===== src/rtl/fp_pkg.sv =====
// Shared single-precision floating-point definitions for the arithmetic library
// (multiplier and divider use the same numeric model: truncation, no denormals).
package fp_pkg;

    localparam int              FP_EXP_W   = 8;
    localparam int              FP_FRAC_W  = 23;
    localparam int              FP_BIAS    = 127;
    localparam logic [31:0]     FP_QNAN    = 32'h7FC00000;
    localparam logic [7:0]      FP_EXP_MAX = 8'hFF;

    typedef struct packed {
        logic        s;
        logic [7:0]  e;
        logic [22:0] f;
    } fp32_t;

    // Divider control states; also exported on the interface for observation.
    typedef enum logic [1:0] {
        IDLE = 2'd0,
        DIV  = 2'd1,
        NORM = 2'd2,
        DONE = 2'd3
    } fdiv_state_t;

    // True when the magnitude (everything below the sign bit) is zero.
    function automatic logic fp_is_zero(input fp32_t x);
        return (x.e == 8'd0) && (x.f == 23'd0);
    endfunction

endpackage


===== src/rtl/fdiv_seq_if.sv =====
// Operand/result handshake bundle for the sequential divider.
// Both channels use valid/ready: a transfer happens on a rising edge where
// valid && ready; the sender holds data and valid stable until that edge,
// and valid never waits on ready.
interface fdiv_seq_if #(parameter int W = 32);
    import fp_pkg::*;

    logic         in_valid;
    logic         in_ready;
    logic [W-1:0] a;
    logic [W-1:0] b;
    logic         out_valid;
    logic         out_ready;
    logic [W-1:0] z;
    logic         div_by_zero;
    logic         overflow;
    logic         underflow;
    fdiv_state_t  state;

    modport master (
        output in_valid, a, b, out_ready,
        input  in_ready, out_valid, z, div_by_zero, overflow, underflow, state
    );

    modport slave (
        input  in_valid, a, b, out_ready,
        output in_ready, out_valid, z, div_by_zero, overflow, underflow, state
    );

endinterface


===== src/rtl/fdiv_seq_mant_div.sv =====
// Restoring mantissa divider: one quotient bit per clock for FRAC_W+2 clocks.
// Quotient Q has its MSB at weight 2^0, so Q lies in (0.5, 2).
module mant_div_restoring #(
    parameter int FRAC_W = 23
) (
    input  logic              clk,
    input  logic              rst_n,
    input  logic              start_i,
    input  logic [FRAC_W-1:0] fa_i,
    input  logic [FRAC_W-1:0] fb_i,
    output logic              done_o,
    output logic [FRAC_W+1:0] q_o
);
    localparam int RW = FRAC_W + 2;
    localparam int CW = $clog2(FRAC_W + 2);

    logic [RW-1:0]   r_q;
    logic [FRAC_W:0] d_q;
    logic [RW-1:0]   q_q;
    logic [CW-1:0]   cnt_q;
    logic            busy_q;
    logic            done_q;

    logic            ge;
    logic [RW-1:0]   diff;

    assign ge   = (r_q >= {1'b0, d_q});
    assign diff = r_q - {1'b0, d_q};

    // Load operands on start, then subtract-or-shift once per clock; done pulses after the last bit.
    always_ff @(posedge clk or negedge rst_n) begin
        if (!rst_n) begin
            r_q    <= '0;
            d_q    <= '0;
            q_q    <= '0;
            cnt_q  <= '0;
            busy_q <= 1'b0;
            done_q <= 1'b0;
        end else if (start_i) begin
            r_q    <= {2'b01, fa_i};
            d_q    <= {1'b1, fb_i};
            q_q    <= '0;
            cnt_q  <= CW'(FRAC_W + 1);
            busy_q <= 1'b1;
            done_q <= 1'b0;
        end else if (busy_q) begin
            // Remainder after a subtract is below D, so the dropped top bit is always zero.
            r_q <= ge ? {diff[RW-2:0], 1'b0} : {r_q[RW-2:0], 1'b0};
            q_q <= {q_q[RW-2:0], ge};
            if (cnt_q == '0) begin
                busy_q <= 1'b0;
                done_q <= 1'b1;
            end else begin
                cnt_q <= cnt_q - CW'(1);
            end
        end else begin
            done_q <= 1'b0;
        end
    end

    assign done_o = done_q;
    assign q_o    = q_q;

endmodule


===== src/rtl/fdiv_seq.sv =====
// Iterative single-precision divider z = a / b with valid/ready handshakes.
// Truncating, no denormals; zero operands are handled at accept time.
module fdiv_seq
    import fp_pkg::*;
#(
    parameter int EXP_W  = 8,
    parameter int FRAC_W = 23
) (
    input  logic       clk,
    input  logic       rst_n,
    fdiv_seq_if.slave  bus
);
    localparam int W  = 1 + EXP_W + FRAC_W;
    localparam int QW = FRAC_W + 2;
    localparam int EW = EXP_W + 2;

    localparam logic signed [EW-1:0] BIAS_S  = EW'((2 ** (EXP_W - 1)) - 1);
    localparam logic signed [EW-1:0] EMAX_S  = EW'((2 ** EXP_W) - 1);
    localparam logic signed [EW-1:0] ONE_S   = EW'(1);
    localparam logic signed [EW-1:0] ZERO_S  = EW'(0);

    fdiv_state_t state_q, state_d;

    logic             sign_q;
    logic [EXP_W-1:0] ea_q, eb_q;
    logic [W-1:0]     z_q, z_d;
    logic             dbz_q, dbz_d;
    logic             ovf_q, ovf_d;
    logic             unf_q, unf_d;

    logic             accept;
    logic             sign_in;
    logic             a_zero, b_zero;
    logic             div_start;
    logic             div_done;
    logic [QW-1:0]    q;

    logic signed [EW-1:0] e_raw, e_adj;
    logic [FRAC_W-1:0]    frac_n;

    assign accept  = bus.in_valid && (state_q == IDLE);
    assign sign_in = bus.a[W-1] ^ bus.b[W-1];
    assign a_zero  = fp_is_zero(fp32_t'(bus.a));
    assign b_zero  = fp_is_zero(fp32_t'(bus.b));

    mant_div_restoring #(.FRAC_W(FRAC_W)) u_mant (
        .clk     (clk),
        .rst_n   (rst_n),
        .start_i (div_start),
        .fa_i    (bus.a[FRAC_W-1:0]),
        .fb_i    (bus.b[FRAC_W-1:0]),
        .done_o  (div_done),
        .q_o     (q)
    );

    // Capture result sign and both exponents when operands are accepted.
    always_ff @(posedge clk or negedge rst_n) begin
        if (!rst_n) begin
            sign_q <= 1'b0;
            ea_q   <= '0;
            eb_q   <= '0;
        end else if (accept) begin
            sign_q <= sign_in;
            ea_q   <= bus.a[W-2:FRAC_W];
            eb_q   <= bus.b[W-2:FRAC_W];
        end
    end

    // Normalise the quotient: shift left by one when it fell below 1.0.
    always_comb begin
        e_raw  = $signed({2'b00, ea_q}) - $signed({2'b00, eb_q}) + BIAS_S;
        e_adj  = e_raw;
        frac_n = q[QW-2:1];
        if (!q[QW-1]) begin
            frac_n = q[QW-3:0];
            e_adj  = e_raw - ONE_S;
        end
    end

    // Control FSM next state plus result/flag updates.
    always_comb begin
        state_d   = state_q;
        z_d       = z_q;
        dbz_d     = dbz_q;
        ovf_d     = ovf_q;
        unf_d     = unf_q;
        div_start = 1'b0;
        case (state_q)
            IDLE: begin
                if (bus.in_valid) begin
                    if (b_zero) begin
                        state_d = DONE;
                        dbz_d   = 1'b1;
                        z_d     = a_zero ? FP_QNAN : {sign_in, {EXP_W{1'b1}}, {FRAC_W{1'b0}}};
                    end else if (a_zero) begin
                        state_d = DONE;
                        z_d     = {sign_in, {(W-1){1'b0}}};
                    end else begin
                        state_d   = DIV;
                        div_start = 1'b1;
                    end
                end
            end
            DIV: begin
                if (div_done) state_d = NORM;
            end
            NORM: begin
                state_d = DONE;
                dbz_d   = 1'b0;
                ovf_d   = 1'b0;
                unf_d   = 1'b0;
                if (e_adj >= EMAX_S) begin
                    z_d   = {sign_q, {EXP_W{1'b1}}, {FRAC_W{1'b0}}};
                    ovf_d = 1'b1;
                end else if (e_adj <= ZERO_S) begin
                    z_d   = {sign_q, {(W-1){1'b0}}};
                    unf_d = 1'b1;
                end else begin
                    z_d = {sign_q, e_adj[EXP_W-1:0], frac_n};
                end
            end
            DONE: begin
                if (bus.out_ready) begin
                    state_d = IDLE;
                    dbz_d   = 1'b0;
                    ovf_d   = 1'b0;
                    unf_d   = 1'b0;
                end
            end
            default: state_d = IDLE;
        endcase
    end

    // State, result and flag registers.
    always_ff @(posedge clk or negedge rst_n) begin
        if (!rst_n) begin
            state_q <= IDLE;
            z_q     <= '0;
            dbz_q   <= 1'b0;
            ovf_q   <= 1'b0;
            unf_q   <= 1'b0;
        end else begin
            state_q <= state_d;
            z_q     <= z_d;
            dbz_q   <= dbz_d;
            ovf_q   <= ovf_d;
            unf_q   <= unf_d;
        end
    end

    assign bus.in_ready    = (state_q == IDLE);
    assign bus.out_valid   = (state_q == DONE);
    assign bus.z           = z_q;
    assign bus.div_by_zero = dbz_q;
    assign bus.overflow    = ovf_q;
    assign bus.underflow   = unf_q;
    assign bus.state       = state_q;

endmodule


===== src/flat_wrapper.sv =====
// flat-port wrapper written by rule: the top's interface ports become plain ports
module fdiv_seq_flat import fp_pkg::*;
#(
    parameter int EXP_W  = 8,
    parameter int FRAC_W = 23
)
  (clk, rst_n, bus_in_valid, bus_a, bus_b, bus_out_ready, bus_in_ready, bus_out_valid, bus_z, bus_div_by_zero, bus_overflow, bus_underflow, bus_state);
  fdiv_seq_if bus_i ();
  input  logic clk;
  input  logic rst_n;
  input wire logic [$bits(bus_i.in_valid)-1:0] bus_in_valid;
  input wire logic [$bits(bus_i.a)-1:0] bus_a;
  input wire logic [$bits(bus_i.b)-1:0] bus_b;
  input wire logic [$bits(bus_i.out_ready)-1:0] bus_out_ready;
  output wire logic [$bits(bus_i.in_ready)-1:0] bus_in_ready;
  output wire logic [$bits(bus_i.out_valid)-1:0] bus_out_valid;
  output wire logic [$bits(bus_i.z)-1:0] bus_z;
  output wire logic [$bits(bus_i.div_by_zero)-1:0] bus_div_by_zero;
  output wire logic [$bits(bus_i.overflow)-1:0] bus_overflow;
  output wire logic [$bits(bus_i.underflow)-1:0] bus_underflow;
  output wire logic [$bits(bus_i.state)-1:0] bus_state;
  assign bus_i.in_valid = bus_in_valid;
  assign bus_i.a = bus_a;
  assign bus_i.b = bus_b;
  assign bus_i.out_ready = bus_out_ready;
  assign bus_in_ready = bus_i.in_ready;
  assign bus_out_valid = bus_i.out_valid;
  assign bus_z = bus_i.z;
  assign bus_div_by_zero = bus_i.div_by_zero;
  assign bus_overflow = bus_i.overflow;
  assign bus_underflow = bus_i.underflow;
  assign bus_state = bus_i.state;
  fdiv_seq #(.EXP_W(EXP_W), .FRAC_W(FRAC_W)) u_core (.clk(clk), .rst_n(rst_n), .bus(bus_i));
endmodule

===== config.mk =====
export PLATFORM = sky130hd
export DESIGN_NAME = fdiv_seq_flat
export DESIGN_NICKNAME = d
export VERILOG_FILES = /design/src/rtl/fp_pkg.sv /design/src/rtl/fdiv_seq_if.sv /design/src/rtl/fdiv_seq_mant_div.sv /design/src/rtl/fdiv_seq.sv /design/src/flat_wrapper.sv
export SDC_FILE = /design/constraint.sdc
export NUM_CORES = 1
export LEC_CHECK = 0
export ABC_CLOCK_PERIOD_IN_PS = 5260
export CORE_MARGIN = 1
export CORE_UTILIZATION = 40
export CTS_BUF_LIST = sky130_fd_sc_hd__clkbuf_8 sky130_fd_sc_hd__clkbuf_16
export CTS_CLUSTER_DIAMETER = 120
export DETAILED_ROUTE_END_ITERATION = 10
export HOLD_SLACK_MARGIN = 0.05
export PLACE_DENSITY = 0.65
export SYNTH_ARGS = -nofsm -noshare
export SYNTH_HDL_FRONTEND = slang
export SYNTH_SLANG_ARGS = --single-unit

===== constraint.sdc =====
create_clock -name clk -period 5.26 [get_ports clk]
set_clock_uncertainty 0.15 [all_clocks]
set_input_delay 1.052 -clock clk [delete_from_list [all_inputs] [get_ports clk]]
set_output_delay 1.052 -clock clk [all_outputs]
set_load 0.01 [all_outputs]

==> results of run 1 <==
per-layer routing:
metal	vias to the layer above	routed length, um
li1	3460	-
met4	0	233
met2	124	10200
met1	3402	9270
met3	21	784
met5	-	0
worst paths after layout:
kind,end,cells past startpoint,from
setup / recovery,u_core.bus.z[1]$_DFFE_PN0P_,14,u_core.ea_q[0]$_DFFE_PN0P_
hold / removal,u_core.u_mant.d_q[23]$_DFFE_PN0P_,2,u_core.u_mant.d_q[23]$_DFFE_PN0P_
setup reg to reg,u_core.bus.z[1]$_DFFE_PN0P_,14,u_core.ea_q[0]$_DFFE_PN0P_
hold reg to reg,u_core.u_mant.d_q[23]$_DFFE_PN0P_,2,u_core.u_mant.d_q[23]$_DFFE_PN0P_
max in group asynchronous,u_core.ea_q[5]$_DFFE_PN0P_,2,rst_n
min in group asynchronous,u_core.bus.z[16]$_DFFE_PN0P_,1,rst_n
placed cells by master (no fill, tap or decap), types with 4 or more instances in the layout:
cell type        instances
dfrtp_1                134
clkdlybuf4s50_1        105
nand2_1                100
o21ai_0                 76
nor2_1                  67
mux2i_1                 66
a21oi_1                 61
inv_1                   56
ha_1                    40
xnor2_1                 28
a21o_1                  20
o21ai_2                 20
mux2_2                  18
nor4_1                  17
clkbuf_16               17
nand3_1                 16
nor3_1                  13
nand2b_1                11
buf_4                   11
xor2_1                  10
nor2b_1                  9
nand4_1                  8
a211oi_1                 7
or3_1                    7
o21bai_1                 7
a31oi_1                  6
o21a_1                   5
o211ai_1                 5
bufinv_16                5
nand3b_1                 4
o22ai_1                  4
stage by stage:
| step | instances | hold WS (ns) |
|---|---|---|
| 2_1_floorplan | 918 | 0.268 |
| 3_3_place_gp | 1266 | 0.286 |
| 3_5_place_dp | 1266 | 0.287 |
| 4_1_cts | 1298 | 0.299 |
| 5_1_grt | 1298 | 0.329 |
| 6_report | 1298 | 0.298 |
state kept, by name, summed over array words and instances, names as in the netlist:
signal                  cells
u_core.bus.div_by_zero      1
u_core.bus.overflow         1
u_core.bus.state            2
u_core.bus.underflow        1
u_core.bus.z               32
u_core.ea_q                 8
u_core.eb_q                 8
u_core.sign_q               1
u_core.u_mant.busy_q        1
u_core.u_mant.cnt_q         5
u_core.u_mant.d_q          24
u_core.u_mant.done_o        1
u_core.u_mant.q_o          25
u_core.u_mant.r_q          25
final cells by class:
cell class,count,share of cell area
inverter,54,0.0194
tap,270,0.0324
sequential,135,0.324
clock buffer,18,0.0421
clock inverter,14,0.0197
timing repair buffer,117,0.110
multi-input combinational,690,0.453
synthesized netlist by cell type (all sizes together) (9+ instances only):
| master | number | area [um2] |
|---|---|---|
| dfrtp | 135 | 3380 |
| ha | 40 | 500 |
| nand3 | 16 | 80.1 |
| nor2 | 68 | 258 |
| buf | 10 | 81.3 |
| clkbuf | 29 | 109 |
| a211oi | 9 | 77.6 |
| xnor2 | 29 | 262 |
| nor3 | 14 | 70.1 |
| o21ai | 97 | 561 |
| nand2 | 100 | 375 |
| a21oi | 64 | 328 |
| mux2i | 66 | 661 |
| inv | 54 | 203 |
| nand2b | 11 | 68.8 |
| xor2 | 11 | 104 |
| nor2b | 9 | 56.3 |
| a21o | 20 | 150 |
| mux2 | 18 | 203 |
| nor4 | 17 | 106 |
worst max-delay path, delay by kind of cell, from the launching register on:
kind | cells | cell delay, ns
XOR/XNOR | 1 | 0.40
AND/OR/NAND/NOR | 4 | 1.19
buffers and inverters | 2 | 0.10
adder cells (fa/ha/maj) | 2 | 0.59
flip-flops | 1 | 0.37
AO/OA/AOI/OAI | 5 | 1.51
cell families after synthesis:
logic type,after synthesis,share of synthesized area
buffers and inverters,93,0.0463
and+or+nand+nor,274,0.153
muxes,84,0.102
AOI/OAI and AO/OA,249,0.191
DFF,135,0.398
xor gates and xnor gates,41,0.0457
adders and majority gates,42,0.0637
==> results.md, run 1 <==
* Status: finished clean
* Post-layout nets at 1,125
* First-pass GRT wire length at about 35,000 um
* Routability Congestion at 0.886
* Die Height at roughly 150 um
* Synth-to-Final Area Change at 22.9%
* Post-synth EDFFs at 0
* Crit-path cells: inv_1, ha_1, inv_1, fa_1, a211o_1, a311oi_1, o211ai_1, and4_1, nor2b_1, a211oi_2, xor2_1, nor2b_1, nand4b_4, o21ai_0
* Drt first pass iters at 5
* Met1 usage at 0.258
* Mapped cell area at 8490 um2
* Synthesized Nets at 1,028
* Setup ws final at 0.812 ns
* Max stage delay on crit path at 0.48 ns
* DPL Wire Length at 15,200 um
* CTS resizes at 0
* Die area at 21,800 um2
* Syn_area_per_cell at 9.25 um2
* Initial Util at 0.414
* Syn. warnings at 0
* Max Cap Viol at 0
* Clk root buf: clkbuf_16
* Final hold vios at 0
* CTS tree: built
* Finished Core Util at 0.509
* Antenna cells at 0
* Post-Route Setup TNS at 0 ns
* Busiest grt layer: met2
* Final wirelength at about 20,000 um
* GRT met3 Usage at 0.0377
* FFs w/ async S/R, synth at 1.00
* Largest net degree at the start of global routing at 62
* Bufs on Longest Clock Path at 2
* Vias in the first global route at 6,973
* H-tree depth at 4
* Fmax achieved at 0.225 GHz
* Normalized max-slew margin at 0.451
* Worst-Skew Late Latency at 0.42 ns
* Distinct cells, synth at between 70 and 80
* Register area share after synthesis at 0.398
* Post-CTS setup buffers at 0
* GRT overflow at 0
* Yosys reg bits at ~140
* Setup Viol. Count Final at 0
* Worst-path clk slew at 0.06 ns
* Crit Path Class: register to register
* CP Capture Type: register
* I/O pin count at 107
* CP startpoint kind: register
* Worst hold path class: register to register
* Layout cells sized above 1 at 0.0982
* Met2 usage in global routing at 0.353
* Dpl cell area at roughly 10000 um2
* Vias at 7,007
* Residual DRC count at 0
* Hold buffer count at CTS at 0
* Worst slew pin tran at 0.823 ns
* Layout fillers at 1,936
* Final ANT Viol Nets at 0
* Register area at 3380 um2
* CP arrival at ~4.6 ns
* Post-route minimum period at 4.45 ns
* Die W at 148 um
* Area of the multi-input gates at 4730 um2
* Final Max Slew Viols at 0
* DR vias/cell at 5.40
* All-Layer GR Usage at 0.203
* Mapped Cells at approximately 900
* Max FO, Critical Path at 22
* Dpl ws at 0.880 ns
* Synth Flop Type: dfrtp_1
* Core footprint at 20,500 um2
* WL per Instance at 15.8 um
* Initial DRC count at 356
* Worst Path Required at 5.43 ns
* Final Cycle Share at 0.846
* RSZ-0062 raised after global routing: no
* Cell area after layout at 10,400 um2
* Antenna violations before repair at 0
* # clock sinks at about 140
* CP max stage cell: nand4b_4
* CTS Buf Count at 17
* Num rows at 52
* # port buffers at 106
* R2r setup slk at slightly above 0.8 ns
Power of run 1 is not shown: default switching activity piles up to over one toggle a cycle in this logic, so the estimate is an artifact.
==> inputs of run 2 (changes only) <==
--- a/config.mk
+++ b/config.mk
@@ -5,7 +5,7 @@
 export SDC_FILE = /design/constraint.sdc
 export NUM_CORES = 1
 export LEC_CHECK = 0
-export ABC_CLOCK_PERIOD_IN_PS = 5260
+export ABC_CLOCK_PERIOD_IN_PS = 4300
 export CORE_MARGIN = 1
 export CORE_UTILIZATION = 40
 export CTS_BUF_LIST = sky130_fd_sc_hd__clkbuf_8 sky130_fd_sc_hd__clkbuf_16
==> constraint.sdc (replaced) <==
create_clock -name clk -period 4.3 [get_ports clk]
set_clock_uncertainty 0.15 [all_clocks]
set_input_delay 0.86 -clock clk [delete_from_list [all_inputs] [get_ports clk]]
set_output_delay 0.86 -clock clk [all_outputs]
set_load 0.01 [all_outputs]
==> run 2 against run 1 <==
  * Sequential cell count did not move
  * Highest routed layer unchanged
  * Via count rose by 0.57%
  * Critical endpoint is now u_core.bus.z[5]$_DFFE_PN0P_
  * First-iteration DRC count fell by 7.3%
  * Design area increased by 0.85%
==> results.md, run 2 (synthesized netlist as in run 1, its figures left out) <==
* Post-Route Setup TNS at 0 ns
* Initial DRC count at 330
* CP startpoint kind: register
* CP endpoint: u_core.bus.z[5]$_DFFE_PN0P_
* Synth-to-Final Area Change at 24.0%
* Final Cycle Share at 0.950
* Setup Viol. Count Final at 0
* CP delay by family, top: compound AO/OA/AOI/OAI gates
* Worst-Skew Late Latency at 0.43 ns
* Final hold vios at 0
* Worst path buffer plus inverter count at 3
* Max Cap Viol at 0
* Post-layout nets at 1,136
* Antenna violations before repair at 0
* Worst-path clk slew at 0.06 ns
* Bufs on Longest Clock Path at 2
* # port buffers at 106
* Max FO, Critical Path at 6
* Vias at 7,047
* # clock sinks at 135
* CP max stage cell: fa_1
* Drt first pass iters at 5
* Number of flip-flops in the largest register at 32
* First-pass GRT wire length at 34,000 um
* Final Max Slew Viols at 0
* H-tree depth at 4
* WL per Instance at 15.9 um
* Reg-to-reg startpoint: u_core.ea_q[0]$_DFFE_PN0P_
* Die area at 21,800 um2
* CP startpoint: u_core.ea_q[0]$_DFFE_PN0P_
* Fmax achieved at 0.245 GHz
* Crit path depth at 15
* Final wirelength at 20,900 um
* Initial Util at 0.414
* Antenna cells at 0
* Die Height at roughly 150 um
* Crit-path cells: inv_1, ha_1, inv_1, fa_1, a211o_1, a21oi_2, or2_2, nand3_1, or3_4, xnor2_2, a211o_1, a2111oi_4, nand4b_4, buf_12, o21ai_2
* Most common cell after layout, fill and taps aside: dfrtp_1
* Hold buffer count at CTS at 0
* Worst hold path class: register to register
* Vias in the first global route at 6,793
* Status: finished clean
* Final ANT Viol Nets at 0
* Worst slew pin tran at between 1 and 1.5 ns
* CP arrival at 4.25 ns
* Max stage delay on crit path at 0.45 ns
* Routability Congestion at 0.848
* Core footprint at 20,500 um2
* I/O pin count at 107
* Clk root buf: clkbuf_16
* Layout fillers at just under 2,000
* RSZ-0062 raised after global routing: no
* Post-route minimum period at 4.09 ns
* Layout cells sized above 1 at 0.113
* DR vias/cell at 5.38
* Beginning of the worst hold path: u_core.u_mant.d_q[23]$_DFFE_PN0P_
* CP Capture Type: register
* Crit Path Class: register to register
* DPL Wire Length at approximately 15,000 um
* CTS tree: built
* R2r worst-path depth at 15
* Worst Path Required at between 4 and 5 ns
* Reg2Reg Capture Point: u_core.bus.z[5]$_DFFE_PN0P_
* GRT overflow at 0
* All-Layer GR Usage at 0.198
* Normalized max-slew margin at 0.189
* Largest net degree at the start of global routing at 86
* Die W at approximately 150 um
* R2r setup slk at around 0.21 ns
* Num rows at 52
* CTS Buf Count at 17
* Most frequent cells in the layout: dfrtp_1 (134), clkdlybuf4s50_1 (105), nand2_1 (100), o21ai_0 (76), nor2_1 (67)
* Residual DRC count at 0
==> run 2: area by class of cell <==
class                   count  area (um2)  area share
multi-input cells         691        4770       0.454
flip-flops and latches    135        3380       0.321
repair buffers            127        1260       0.119
clock buffers              18         439      0.0417
well taps                 270         338      0.0321
inverters                  54         203      0.0193
clock inverters            14         134      0.0127
==> run 2: tightest hold or removal path, cell delays in order (launching register included) <==
cell and delay [ns]:
dfrtp_1 0.32, inv_1 0.05, nand2_1 0.05
==> run 2: worst min-delay path by stage <==
stage                                   endpoint  cells past startpoint
2_1_floorplan  u_core.u_mant.d_q[23]$_DFFE_PN0P_                      2
3_5_place_dp   u_core.u_mant.d_q[23]$_DFFE_PN0P_                      2
4_1_cts        u_core.u_mant.d_q[23]$_DFFE_PN0P_                      2
5_1_grt        u_core.u_mant.d_q[23]$_DFFE_PN0P_                      2
3_3_place_gp   u_core.u_mant.d_q[23]$_DFFE_PN0P_                      2
6_report       u_core.u_mant.d_q[23]$_DFFE_PN0P_                      2
==> run 2: repair_timing <==
item	CTS	global route
setup endpoints to repair	0	27
gates resized for setup	0	6
hold endpoints to repair	0	0
buffers inserted	0	5
==> run 2: layer usage <==
layer,track usage,up-vias,wire (um)
li1,-,3484,-
met1,0.258,3414,9720
met2,0.329,124,10100
met3,0.0392,25,709
met4,0.0619,0,333
met5,0,-,0
==> run 2: stage by stage <==
step	hold slack, ns	area, um2	util	setup WS (ns)	cells
after floorplan	0.268	8490	-	0.558	918
final	0.305	10500	0.514	0.214	1309
after CTS	0.302	10400	0.509	0.0424	1303
after detailed placement	0.289	9850	0.481	0.0745	1271
after global placement	0.285	9850	0.481	0.147	1271
after global routing	0.331	10500	0.514	0.0123	1309
Power of run 2 is left out for the same reason.
